**src/rtl/monitor_nivel_agua.sv**
```systemverilog
// Water-level monitor for N active-low tank sensors.
// Synchronises and debounces the raw sensor vector, encodes the highest wet sensor,
// flags empty and non-monotonic readings, and drives a single 7-segment digit.
// Optional build macro NIVEL_FALHA_TRAVA_EN: when defined, the fault flag latches until reset.
module monitor_nivel_agua #(
  parameter int unsigned N_SENSORES      = 5,
  parameter int unsigned DEBOUNCE_CICLOS = 1000,
  parameter bit          CATODO_COMUM    = 1'b1,
  localparam int unsigned NIVEL_W = ($clog2(N_SENSORES) < 1) ? 1 : $clog2(N_SENSORES)
) (
  input  logic                  clk,
  input  logic                  rst_n,
  input  logic [N_SENSORES-1:0] sensores_in,
  output logic [NIVEL_W-1:0]    nivel,
  output logic                  vazio,
  output logic                  falha,
  output logic                  mudou,
  output logic [6:0]            display_out
);

  localparam int unsigned       CONT_W   = $clog2(DEBOUNCE_CICLOS) + 1;
  localparam logic [CONT_W-1:0] CONT_MAX = CONT_W'(DEBOUNCE_CICLOS - 1);
  localparam logic [6:0]        SEG_E    = 7'b1111001;
  localparam logic [6:0]        SEG_0    = 7'b0111111;
  localparam logic [6:0]        DISP_RST = CATODO_COMUM ? SEG_0 : ~SEG_0;

  // Common-cathode segment codes {g,f,e,d,c,b,a} for decimal digits.
  function automatic logic [6:0] seg_digito(input logic [3:0] d);
    logic [6:0] s;
    case (d)
      4'd0:    s = 7'b0111111;
      4'd1:    s = 7'b0000110;
      4'd2:    s = 7'b1011011;
      4'd3:    s = 7'b1001111;
      4'd4:    s = 7'b1100110;
      4'd5:    s = 7'b1101101;
      4'd6:    s = 7'b1111101;
      4'd7:    s = 7'b0000111;
      4'd8:    s = 7'b1111111;
      4'd9:    s = 7'b1101111;
      default: s = 7'b0000000;
    endcase
    return s;
  endfunction

  logic [N_SENSORES-1:0] sync1_q, sync2_q;
  logic [N_SENSORES-1:0] cand_q, filt_q;
  logic [CONT_W-1:0]     cont_q;

  logic [NIVEL_W-1:0] nivel_q, nivel_d;
  logic               vazio_q, vazio_d;
  logic               falha_q, falha_d;
  logic               mudou_q, mudou_d;
  logic [6:0]         disp_q, disp_d;

  // Two-flop synchroniser; idles at "all dry" so reset never looks like water.
  always_ff @(posedge clk or negedge rst_n) begin
    if (!rst_n) begin
      sync1_q <= '1;
      sync2_q <= '1;
    end else begin
      sync1_q <= sensores_in;
      sync2_q <= sync1_q;
    end
  end

  // Debounce: any change restarts the count; the counter saturates and never wraps.
  always_ff @(posedge clk or negedge rst_n) begin
    if (!rst_n) begin
      cand_q <= '1;
      cont_q <= '0;
      filt_q <= '1;
    end else if (sync2_q != cand_q) begin
      cand_q <= sync2_q;
      cont_q <= '0;
    end else if (cont_q < CONT_MAX) begin
      cont_q <= cont_q + 1'b1;
    end else if (filt_q != cand_q) begin
      filt_q <= cand_q;
    end
  end

  // Decode the committed vector into next output values.
  always_comb begin
    logic seco_abaixo;
    logic falha_bruta;
    logic mudanca;
    logic [6:0] seg_cc;
    nivel_d     = '0;
    vazio_d     = &filt_q;
    seco_abaixo = 1'b0;
    falha_bruta = 1'b0;
    // Ascending scan: the last wet bit seen is the highest one.
    for (int k = 0; k < int'(N_SENSORES); k++) begin
      if (!filt_q[k]) begin
        nivel_d = NIVEL_W'(k);
        if (seco_abaixo) falha_bruta = 1'b1;
      end else begin
        seco_abaixo = 1'b1;
      end
    end
`ifdef NIVEL_FALHA_TRAVA_EN
    falha_d = falha_q | falha_bruta;
`else
    falha_d = falha_bruta;
`endif
    mudanca = (nivel_d != nivel_q) || (vazio_d != vazio_q) || (falha_d != falha_q);
`ifdef NIVEL_FALHA_TRAVA_EN
    // Once latched, the display is frozen on "E", so level changes are not announced.
    mudou_d = falha_q ? 1'b0 : mudanca;
`else
    mudou_d = mudanca;
`endif
    seg_cc = falha_d ? SEG_E : seg_digito(4'(nivel_d));
    disp_d = CATODO_COMUM ? seg_cc : ~seg_cc;
  end

  // Output register stage.
  always_ff @(posedge clk or negedge rst_n) begin
    if (!rst_n) begin
      nivel_q <= '0;
      vazio_q <= 1'b1;
      falha_q <= 1'b0;
      mudou_q <= 1'b0;
      disp_q  <= DISP_RST;
    end else begin
      nivel_q <= nivel_d;
      vazio_q <= vazio_d;
      falha_q <= falha_d;
      mudou_q <= mudou_d;
      disp_q  <= disp_d;
    end
  end

  assign nivel       = nivel_q;
  assign vazio       = vazio_q;
  assign falha       = falha_q;
  assign mudou       = mudou_q;
  assign display_out = disp_q;

endmodule
```
**config.mk**
```make
export PLATFORM = sky130hd
export DESIGN_NAME = monitor_nivel_agua
export DESIGN_NICKNAME = d
export VERILOG_FILES = /design/src/rtl/monitor_nivel_agua.sv
export SDC_FILE = /design/constraint.sdc
export NUM_CORES = 1
export LEC_CHECK = 0
export CORE_ASPECT_RATIO = 1.75
export CORE_UTILIZATION = 59
export CTS_CLUSTER_DIAMETER = 50
export DETAILED_ROUTE_END_ITERATION = 12
export PLACE_DENSITY = 0.83
export SYNTH_ARGS = -nofsm -noshare
export SYNTH_HDL_FRONTEND = slang
export SYNTH_SLANG_ARGS = --single-unit
export TNS_END_PERCENT = 50
```
**constraint.sdc**
```tcl
create_clock -name clk -period 3.64 [get_ports clk]
set_input_delay 1.092 -clock clk [delete_from_list [all_inputs] [get_ports clk]]
set_output_delay 1.092 -clock clk [all_outputs]
set_load 0.03 [all_outputs]
```
# Word-level counts from Yosys, hierarchy flattened
# Memories as Yosys holds them, arrays and structs flattened.
# Index checks and enable logic that the tools add are counted.
[totals]
regBits = 44
latchBits = 0
ram_bits = 0
mem_bits_ro = 56
in_bits = 7
output_inout_bits = 13
word_cells = 43
memories = 1
[memory_table]
columns = ["memory", "words", "width", "read_ports", "rd_clocked_by_memory_dff", "wr", "line", "text"]
rows = [
  ["(name not given)", 8, 7, 1, 0, 0, "30", "case (d)"],
]
[classes]
addsub = 1
mul = 0
div_mod_pow = 0
magnitude_cmp = 1
eq_ne = 5
shift = 0
mux = 18
bitwise = 2
reduce_logical = 5
[op_table]
columns = ["operator", "count"]
rows = [
  ["11-bit 2-to-1 mux", 2],
  ["1-bit 2-to-1 mux", 12],
  ["11-bit by 1-bit adder with 11-bit output (second input constant)", 1],
  ["11-bit by 10-bit less-than comparator with 1-bit output (second input constant)", 1],
  ["5-bit != test", 2],
  ["7-bit 2-to-1 mux", 1],
  ["3-bit 2-to-1 mux", 2],
  ["5-bit AND reduction", 1],
  ["3-bit != test", 1],
  ["3-bit AND reduction", 1],
  ["1-bit logical OR", 2],
  ["2-bit 2-to-1 mux", 1],
  ["1-bit != test", 2],
  ["1-bit inverter", 2],
  ["2-bit nonzero test", 1],
]

# Depth between registers and ports, before layout
# Gate-level depths: netlist of the first run.
[logic_depth]
word_depth = 10
depth_mapped = 8
mapped_depth_nobuf = 8

# Worst setup path after synthesis of the first run
# No wires, ideal clock.
[synth_timing]
kind = "register to output"
start = "register vazio_q (netlist: vazio)"
end = "output vazio"
arrival_time_ns = 0.604
t_required_ns = 2.548
path_slack_ns = 1.944
path_stages_with_launch = 1
path_buffers = 0
cell_sequence = "dfstp_2"
[synth_rtl]
columns = ["item", "line", "text"]
rows = [
  ["from (decl)", "51", "logic vazio_q, vazio_d;"],
  ["from (signal assigned)", "128", "vazio_q <= vazio_d;"],
  ["to (decl)", "15", "output logic vazio,"],
]
# No word-level cell between the ends.

# Worst setup path in the final report of the first run
[layout_timing]
start = "register vazio_q (netlist: vazio)"
end = "output vazio"
# No word-level cell between the ends.

==> results of run 1 <==
==> layout by cell type, fill, tap and decap left out, drive strengths merged, types with 3 or more instances in the layout <==
cell           synthesis  layout
mux2                   5       5
nor3                   5       5
or3                    4       4
clkbuf                 5       7
dfrtp                 17      17
nor2b                  3       3
inv                    4       4
nand3                  8       8
nand3b                 3       3
clkdlybuf4s50          0      18
nor2                   3       3
xor2                   7       7
nand2                 11      11
o21ai                  7       7
a21oi                  8       8
dfstp                 27      27
ha                     4       4
==> logic make-up (layout without fill, tap and decap cells) <==
family	after synthesis	after routing	synth area share
simple gates	49	49	0.158
flops	44	44	0.616
compound gates	24	24	0.0910
buf+inv	11	31	0.0238
xor+xnor	9	9	0.0428
mux	7	7	0.0414
fa+ha+maj	4	4	0.0272
==> metrics by stage <==
stage	cells	setup WS [ns]	instance area, um2	hold WS, ns
CTS	210	1.03	2150	0.357
finish	210	1.04	2150	0.356
floorplan	148	1.94	1840	0.345
global placement	202	1.38	2050	0.345
global route	210	1.01	2150	0.360
detailed placement	202	1.36	2050	0.347
==> routing by layer <==
| metal | vias to the layer above | share of wire | global-route usage |
|---|---|---|---|
| met5 | - | 0 | 0 |
| met4 | 0 | 0.056 | 0.161 |
| met3 | 16 | 0.033 | 0.0524 |
| met2 | 34 | 0.55 | 0.366 |
| met1 | 600 | 0.36 | 0.221 |
| li1 | 560 | - | - |
==> report_power, final <==
group | switching [uW] | total, uW | internal (uW)
clock network | 153 | 307 | 154
registers | 5.35 | 510 | 505
logic | 18.2 | 27.7 | 9.51
total | 177 | 845 | 669
==> registers in the layout, summed over array words and instances, names as in the netlist <==
name and cells:
nivel 3, sync2_q 5, filt_q 5, vazio 1
sync1_q 5, cand_q 5, display_out 7, cont_q 11
mudou 1, falha 1
==> path summary, 6_finish.rpt <==
path,start,end,slack [ns],cells after the start
worst min-delay path,sync1_q[2],sync2_q[2],0.36,0
worst min register to register,sync1_q[2],sync2_q[2],0.36,0
max in group asynchronous,rst_n,cont_q[9],2.13,1
min in group asynchronous,rst_n,nivel[0],0.92,1
worst max-delay path,vazio,vazio,1.04,1
worst max register to register,cand_q[2],filt_q[0],1.82,4
==> cell type report <==
type / instances / share of cell area
sequential: 44 / 0.529
tap: 42 / 0.0245
clock buffer: 7 / 0.0402
clock inverter: 1 / 0.00350
inverter: 4 / 0.00700
multi-input combinational: 93 / 0.310
timing repair buffer: 19 / 0.0863
==> impl_metrics.toml, run 1 <==
[finish]
nets = 178
syn_to_final_growth_pct = 16.4
antennaDiodeCount = 0
drive_above_1_share = 0.256
utilization = 0.725
ff_latch_area_um2 = 1130
multi_input_area_um2 = 664
fillers = 211

[critical_path]
end_kind = "primary output"
start_kind = "flip-flop"
crit_path_max_incr_delay_ns = 0.66
crit_slowest_cell = "clkdlybuf4s50_1"
cp_top_family = "buffers and inverters"
required_ns = 2.55
crit_chain = "clkdlybuf4s50_1"
critPathBufInv = 1
path_max_fanout = 2
critPathArrivalTime_ns = 1.51
path_class = "reg2out"

[global_route]
first_global_vias = 1184
grt_max_degree = 45
antenna_found_initial = 0
grt.overflow.total = 0
grt_pass1_wl_mm = 5.25
grt_usage = 0.219

[yosys]
syn_avg_cell_area_um2 = 12.5
ys.flop_type = "dfstp_2"
synth_seq_cells = 44
synth_top_area_share = 0.385
ys_top_cells_by_count = "dfstp_2, dfrtp_1, nand2_1"
synth_async_sr_flop_share = 1.00
yosys_warnings = 0
ys_top_cells_by_area = "dfstp_2, dfrtp_1, xor2_1"
syn_inst = 148
yosys.cell_count.top_type = "dfstp_2"
yosysSeqAreaShare = 0.616
yosysTopAreaCell = "dfstp_2"
yosysUniqueCellTypes = 41
synth_nets = 159
synth_edf_count = 0
netlist_area_um2 = 1840

[placed_design]
dp_hpwl_mm = 2.41
placement.io_buffers = 19
place_congestion = 0.853

[cts]
cts_resized = 0
clk-insertion-delay-late_ns = 0.30
cts_buffers = 5
path_clk_slew_ns = 0.08
root_buffer = "clkbuf_8"
htree_levels = 2
cts_tree = "built"
cts_hold_buf = 0
cts_setup_buffers = 0
cts.sinks = 44
clockBufferDepth = 2

[floorplan]
start_util = 0.623
chipWidth_um = 44.3
die_area_um2 = 3360
core_area_um2 = 2960
top_level_ports = 20
row_count = 26
fp.dieH_um = 75.9

[outcome]
status = "complete, no violations"

[timing]
finalHoldViolations = 0
tightestPinTransition_ns = 0.913
drv_slew = 0
setup_violations = 0
fmax_mhz = 385
tns_ns = 0
skew_ns = 0.0106
fin_crit_sh = 0.714
rsz0062_at_grt = "false"
finalCriticalPeriod_ns = 2.60
max_slew_margin = 0.391

[drt]
drtPass1Iterations = 6
routed_via_density = 5.76
wl_per_cell_um = 15.3
vias = 1210
drc = 0
drt_iter0_markers = 14
routed_wirelength_mm = 3.22
final_antenna_net_count = 0

[power]
leakagePower_uw = 0.000912
ir_worst_vdd_mv = 0.326
powerDensity_nw_per_um2 = 394
total_power_uw = 845

[min_path]
holdCritPathClass = "reg2reg"

[run]
cap_violations = 0
Note: power is estimated with default switching activity, not from simulation.
==> run 2: changes to the inputs <==
--- a/config.mk
+++ b/config.mk
@@ -6,10 +6,10 @@
 export NUM_CORES = 1
 export LEC_CHECK = 0
 export CORE_ASPECT_RATIO = 1.75
-export CORE_UTILIZATION = 59
+export CORE_UTILIZATION = 49
 export CTS_CLUSTER_DIAMETER = 50
 export DETAILED_ROUTE_END_ITERATION = 12
-export PLACE_DENSITY = 0.83
+export PLACE_DENSITY = 0.74
 export SYNTH_ARGS = -nofsm -noshare
 export SYNTH_HDL_FRONTEND = slang
 export SYNTH_SLANG_ARGS = --single-unit
==> constraint.sdc (replaced) <==
create_clock -name clk -period 2.3 [get_ports clk]
set_input_delay 0.69 -clock clk [delete_from_list [all_inputs] [get_ports clk]]
set_output_delay 0.69 -clock clk [all_outputs]
set_load 0.03 [all_outputs]
==> run 2 against run 1 <==
Flip-flop and latch count stayed put. Critical path type unchanged. Cell area is 0.87% higher. Largest power group unchanged. Die area is 20% higher. Global-route usage is 3.2 points lower. Non-clock buffer count is 2 higher. Setup slack worse by 0.93 ns.
==> impl_metrics.toml, run 2 (synthesis results as in run 1) <==
[drt]
final_antenna_net_count = 0
vias = 1222
wl_per_cell_um = 14.7
drc = 0
routed_via_density = 5.66
drt_iter0_markers = 24
routed_wirelength_mm = 3.18
drtPass1Iterations = 4

[critical_path]
path_class = "reg2out"
end_kind = "primary output"
r2r_end = "filt_q[3]"
cp.depth = 1
ff2ff_path_depth = 4
crit_path_max_incr_delay_ns = 0.66
r2r_start = "cont_q[1]"
path_max_fanout = 2
critPathArrivalTime_ns = 1.50
cp-startpoint = "vazio"
crit_chain = "clkdlybuf4s50_1"
cp_top_family = "buffers and inverters"
crit_slowest_cell = "clkdlybuf4s50_1"
r2r_slack_ns = 0.53
crit_end = "vazio"
required_ns = 1.61
critPathBufInv = 1
start_kind = "flip-flop"

[floorplan]
row_count = 29
start_util = 0.513
core_area_um2 = 3590
top_level_ports = 20
die_area_um2 = 4020
fp.dieH_um = 83.1
chipWidth_um = 48.4

[global_route]
antenna_found_initial = 0
grt_pass1_wl_mm = 5.64
first_global_vias = 1294
grt.overflow.total = 0
grt_usage = 0.187
grt_max_degree = 28

[finish]
nets = 180
antennaDiodeCount = 0
fillers = 294
largest-register = "cont_q"
final_common_cell = "dfstp_2"
drive_above_1_share = 0.271
largest_reg_flops = 11
final_cell_mix = "dfstp_2, clkdlybuf4s50_1, dfrtp_1"
ff_latch_area_um2 = 1130
multi_input_area_um2 = 664
syn_to_final_growth_pct = 17.4

[power]
powerDensity_nw_per_um2 = 617
total_power_uw = 1340
ir_worst_vdd_mv = 0.539
leakagePower_uw = 0.000928

[placed_design]
pre_cts_slack_ns = 0.425
place_congestion = 0.804
placement.io_buffers = 19
dp_hpwl_mm = 2.35

[timing]
skew_ns = 0.00277
tns_ns = 0
fin_crit_sh = 0.952
drv_slew = 0
setup_violations = 0
finalHoldViolations = 0
fin_ws_ns = 0.110
finalCriticalPeriod_ns = 2.19
fmax_mhz = 457
rsz0062_at_grt = "false"
holdWs_ns = 0.357
tightestPinTransition_ns = 0.591
max_slew_margin = 0.606

[cts]
clockBufferDepth = 2
cts_tree = "built"
cts_setup_buffers = 0
path_clk_slew_ns = 0.08
root_buffer = "clkbuf_8"
htree_levels = 2
cts_resized = 0
cts_hold_buf = 0
clk-insertion-delay-late_ns = 0.29
cts_buffers = 5
cts.sinks = 44

[run]
cap_violations = 0

[outcome]
status = "complete, no violations"

[min_path]
holdCritPathClass = "reg2reg"
hold_depth = 0
[run 2: cell types whose count changed in the layout (fill, tap and decap cells not counted)]
cell        delta
buf_4          +2
clkbuf_1       -1
clkinv_2       +2
clkinvlp_4     -1
[run 2: area by class of cell]
cell class	instances	share of cell area
tap	46	0.0266
inverter	4	0.00694
multi-input combinational	93	0.307
sequential	44	0.524
clock inverter	2	0.00462
clock buffer	6	0.0382
timing repair buffer	21	0.0925
[run 2: stage by stage]
step                std cells  utilization  instance area, um2
floorplan                 148            -                1840
global placement          208        0.577                2070
detailed placement        208        0.577                2070
CTS                       216        0.603                2160
global route              216        0.603                2160
finish                    216        0.603                2160
[run 2: worst min path at each step]
stage / startpoint / end / slack (ns)
2_1_floorplan: sync1_q[0] / sync2_q[0] / 0.35
3_3_place_gp: sync1_q[0] / sync2_q[0] / 0.35
3_5_place_dp: sync1_q[1] / sync2_q[1] / 0.35
4_1_cts: sync1_q[1] / sync2_q[1] / 0.36
5_1_grt: sync1_q[2] / sync2_q[2] / 0.36
6_report: sync1_q[1] / sync2_q[1] / 0.36
[run 2: routing by layer]
layer	GRT usage	vias up	wire length (um)
met5	0	-	0
met4	0.120	0	107
met3	0.0385	10	97
met2	0.335	31	1810
met1	0.190	619	1170
li1	-	562	-
[run 2: power breakdown]
group          internal (uW)  switching (uW)  total (uW)  leakage [uW]
Combinational           17.2            29.9        47.1      0.000368
Clock                    239             242         481     0.0000510
Sequential               799            8.65         808      0.000509
==> run 3: changes to the inputs <==
--- a/config.mk
+++ b/config.mk
@@ -6,10 +6,12 @@
 export NUM_CORES = 1
 export LEC_CHECK = 0
 export CORE_ASPECT_RATIO = 1.75
+export CORE_MARGIN = 4
 export CORE_UTILIZATION = 49
 export CTS_CLUSTER_DIAMETER = 50
 export DETAILED_ROUTE_END_ITERATION = 12
 export PLACE_DENSITY = 0.74
+export SKIP_CTS_REPAIR_TIMING = 1
 export SYNTH_ARGS = -nofsm -noshare
 export SYNTH_HDL_FRONTEND = slang
 export SYNTH_SLANG_ARGS = --single-unit
==> run 3 against run 2 <==
Register-to-register slack worse by 0.02 ns. Maximum frequency is 0.19% higher. Clock skew is 0.0015 ns higher. Setup slack better by 0.0043 ns. Critical endpoint unchanged.
==> impl_metrics.toml, run 3 (synthesis results as in run 1) <==
[power]
seq_power_share = 0.611
powerDensity_nw_per_um2 = 611
ir_worst_vdd_mv = 0.404
swShare = 0.221
pwr-share-clk = 0.353
p_int_uw = 1030
leakagePower_uw = 0.000925
pwr-share-comb = 0.036
total_power_uw = 1320
switchingPower_uw = 293

[drt]
top_layer = "met4"
met2_length_mm = 1.80
drt_iter0_markers = 10
drt-met1-wl_mm = 1.18
routed_wirelength_mm = 3.22
wl_per_cell_um = 15.0
drtPass1Iterations = 5
drc = 0
wl_met3_um = 138
routed_via_density = 5.63
vias = 1211
final_antenna_net_count = 0

[critical_path]
start_kind = "flip-flop"
crit_chain = "clkdlybuf4s50_1"
critPathArrivalTime_ns = 1.50
critPathBufInv = 1
crit_slowest_cell = "clkdlybuf4s50_1"
cp_top_family = "buffers and inverters"
cp-startpoint = "vazio"
crit_path_max_incr_delay_ns = 0.66
required_ns = 1.61
path_max_fanout = 2
path_class = "reg2out"
r2r_start = "sync2_q[2]"
end_kind = "primary output"

[cts]
clockBufferDepth = 2
htree_levels = 2
cts.sinks = 44
root_buffer = "clkbuf_8"
cts_buffers = 5
clk-insertion-delay-late_ns = 0.30
cts_tree = "built"
path_clk_slew_ns = 0.08

[global_route]
grt_pass1_wl_mm = 5.57
antenna_found_initial = 0
first_global_vias = 1228
grt_max_degree = 24
grt.overflow.total = 0
grt_usage = 0.162

[timing]
max_slew_margin = 0.658
drv_slew = 0
fin_crit_sh = 0.950
tightestPinTransition_ns = 0.513
tns_ns = 0
fin_ws_ns = 0.114
rsz0062_at_grt = "false"
finalCriticalPeriod_ns = 2.19
skew_ns = 0.00427
setup_violations = 0
finalHoldViolations = 0
fmax_mhz = 457

[finish]
largest_reg_flops = 11
largest-register = "cont_q"
fillers = 326
nets = 179
final_common_cell = "dfstp_2"
final_cell_mix = "dfstp_2, clkdlybuf4s50_1, dfrtp_1"
antennaDiodeCount = 0
syn_to_final_growth_pct = 17.4
drive_above_1_share = 0.266

[floorplan]
start_util = 0.508
fp.dieH_um = 89.1
row_count = 29
die_area_um2 = 4850
chipWidth_um = 54.4
core_area_um2 = 3630
top_level_ports = 20

[run]
cap_violations = 0

[placed_design]
pre_cts_slack_ns = 0.431
dp_hpwl_mm = 2.38
place_congestion = 0.842
placement.io_buffers = 19

[outcome]
status = "complete, no violations"

[min_path]
holdCritPathClass = "in2async"
[run 3: cell types whose count changed in the layout (fill, tap and decap cells not counted)]
cell      delta
buf_12       +1
clkinv_4     +1
buf_4        -2
clkbuf_8     -1
[run 3: worst paths after layout]
check	to	slack, ns	cells after the start
min reg2reg	sync2_q[3]	0.36	0
max in group asynchronous	cand_q[2]	1.37	2
min in group clk	sync2_q[3]	0.36	0
max	vazio	0.11	1
max reg2reg	filt_q[3]	0.51	4
min	nivel[2]	0.35	1
[run 3: metal layers]
metal	vias to the layer above	GRT usage
li1	562	-
met1	612	0.163
met2	28	0.286
met3	9	0.0467
met4	0	0.0930
met5	-	0
[run 3: final cells by class]
| class | instances | area, um2 | share of cell area |
|---|---|---|---|
| clock buffers | 5 | 68.8 | 0.0318 |
| flip-flops and latches | 44 | 1130 | 0.524 |
| inverters | 4 | 15.0 | 0.00694 |
| clock inverters | 3 | 18.8 | 0.00867 |
| repair buffers | 20 | 205 | 0.0948 |
| well taps | 46 | 57.6 | 0.0266 |
| multi-input cells | 93 | 664 | 0.307 |
[run 3: stage by stage]
| stage | utilization | cells | area, um2 | hold slack, ns |
|---|---|---|---|---|
| finish | 0.597 | 215 | 2160 | 0.353 |
| floorplan | - | 148 | 1840 | 0.345 |
| global route | 0.597 | 215 | 2160 | 0.364 |
| detailed placement | 0.572 | 207 | 2080 | 0.348 |
| CTS | 0.597 | 215 | 2160 | 0.360 |
| global placement | 0.572 | 207 | 2080 | 0.347 |
[run 3: power by group through the flow]
stage | combinational [uW] | sequential, uW | clock (uW)
floorplan | 20.3 | 819 | 0
global placement | 47.7 | 820 | 0
detailed placement | 49.6 | 821 | 0
CTS | 49.9 | 808 | 491
global route | 54.2 | 810 | 526
finish | 48.2 | 807 | 466
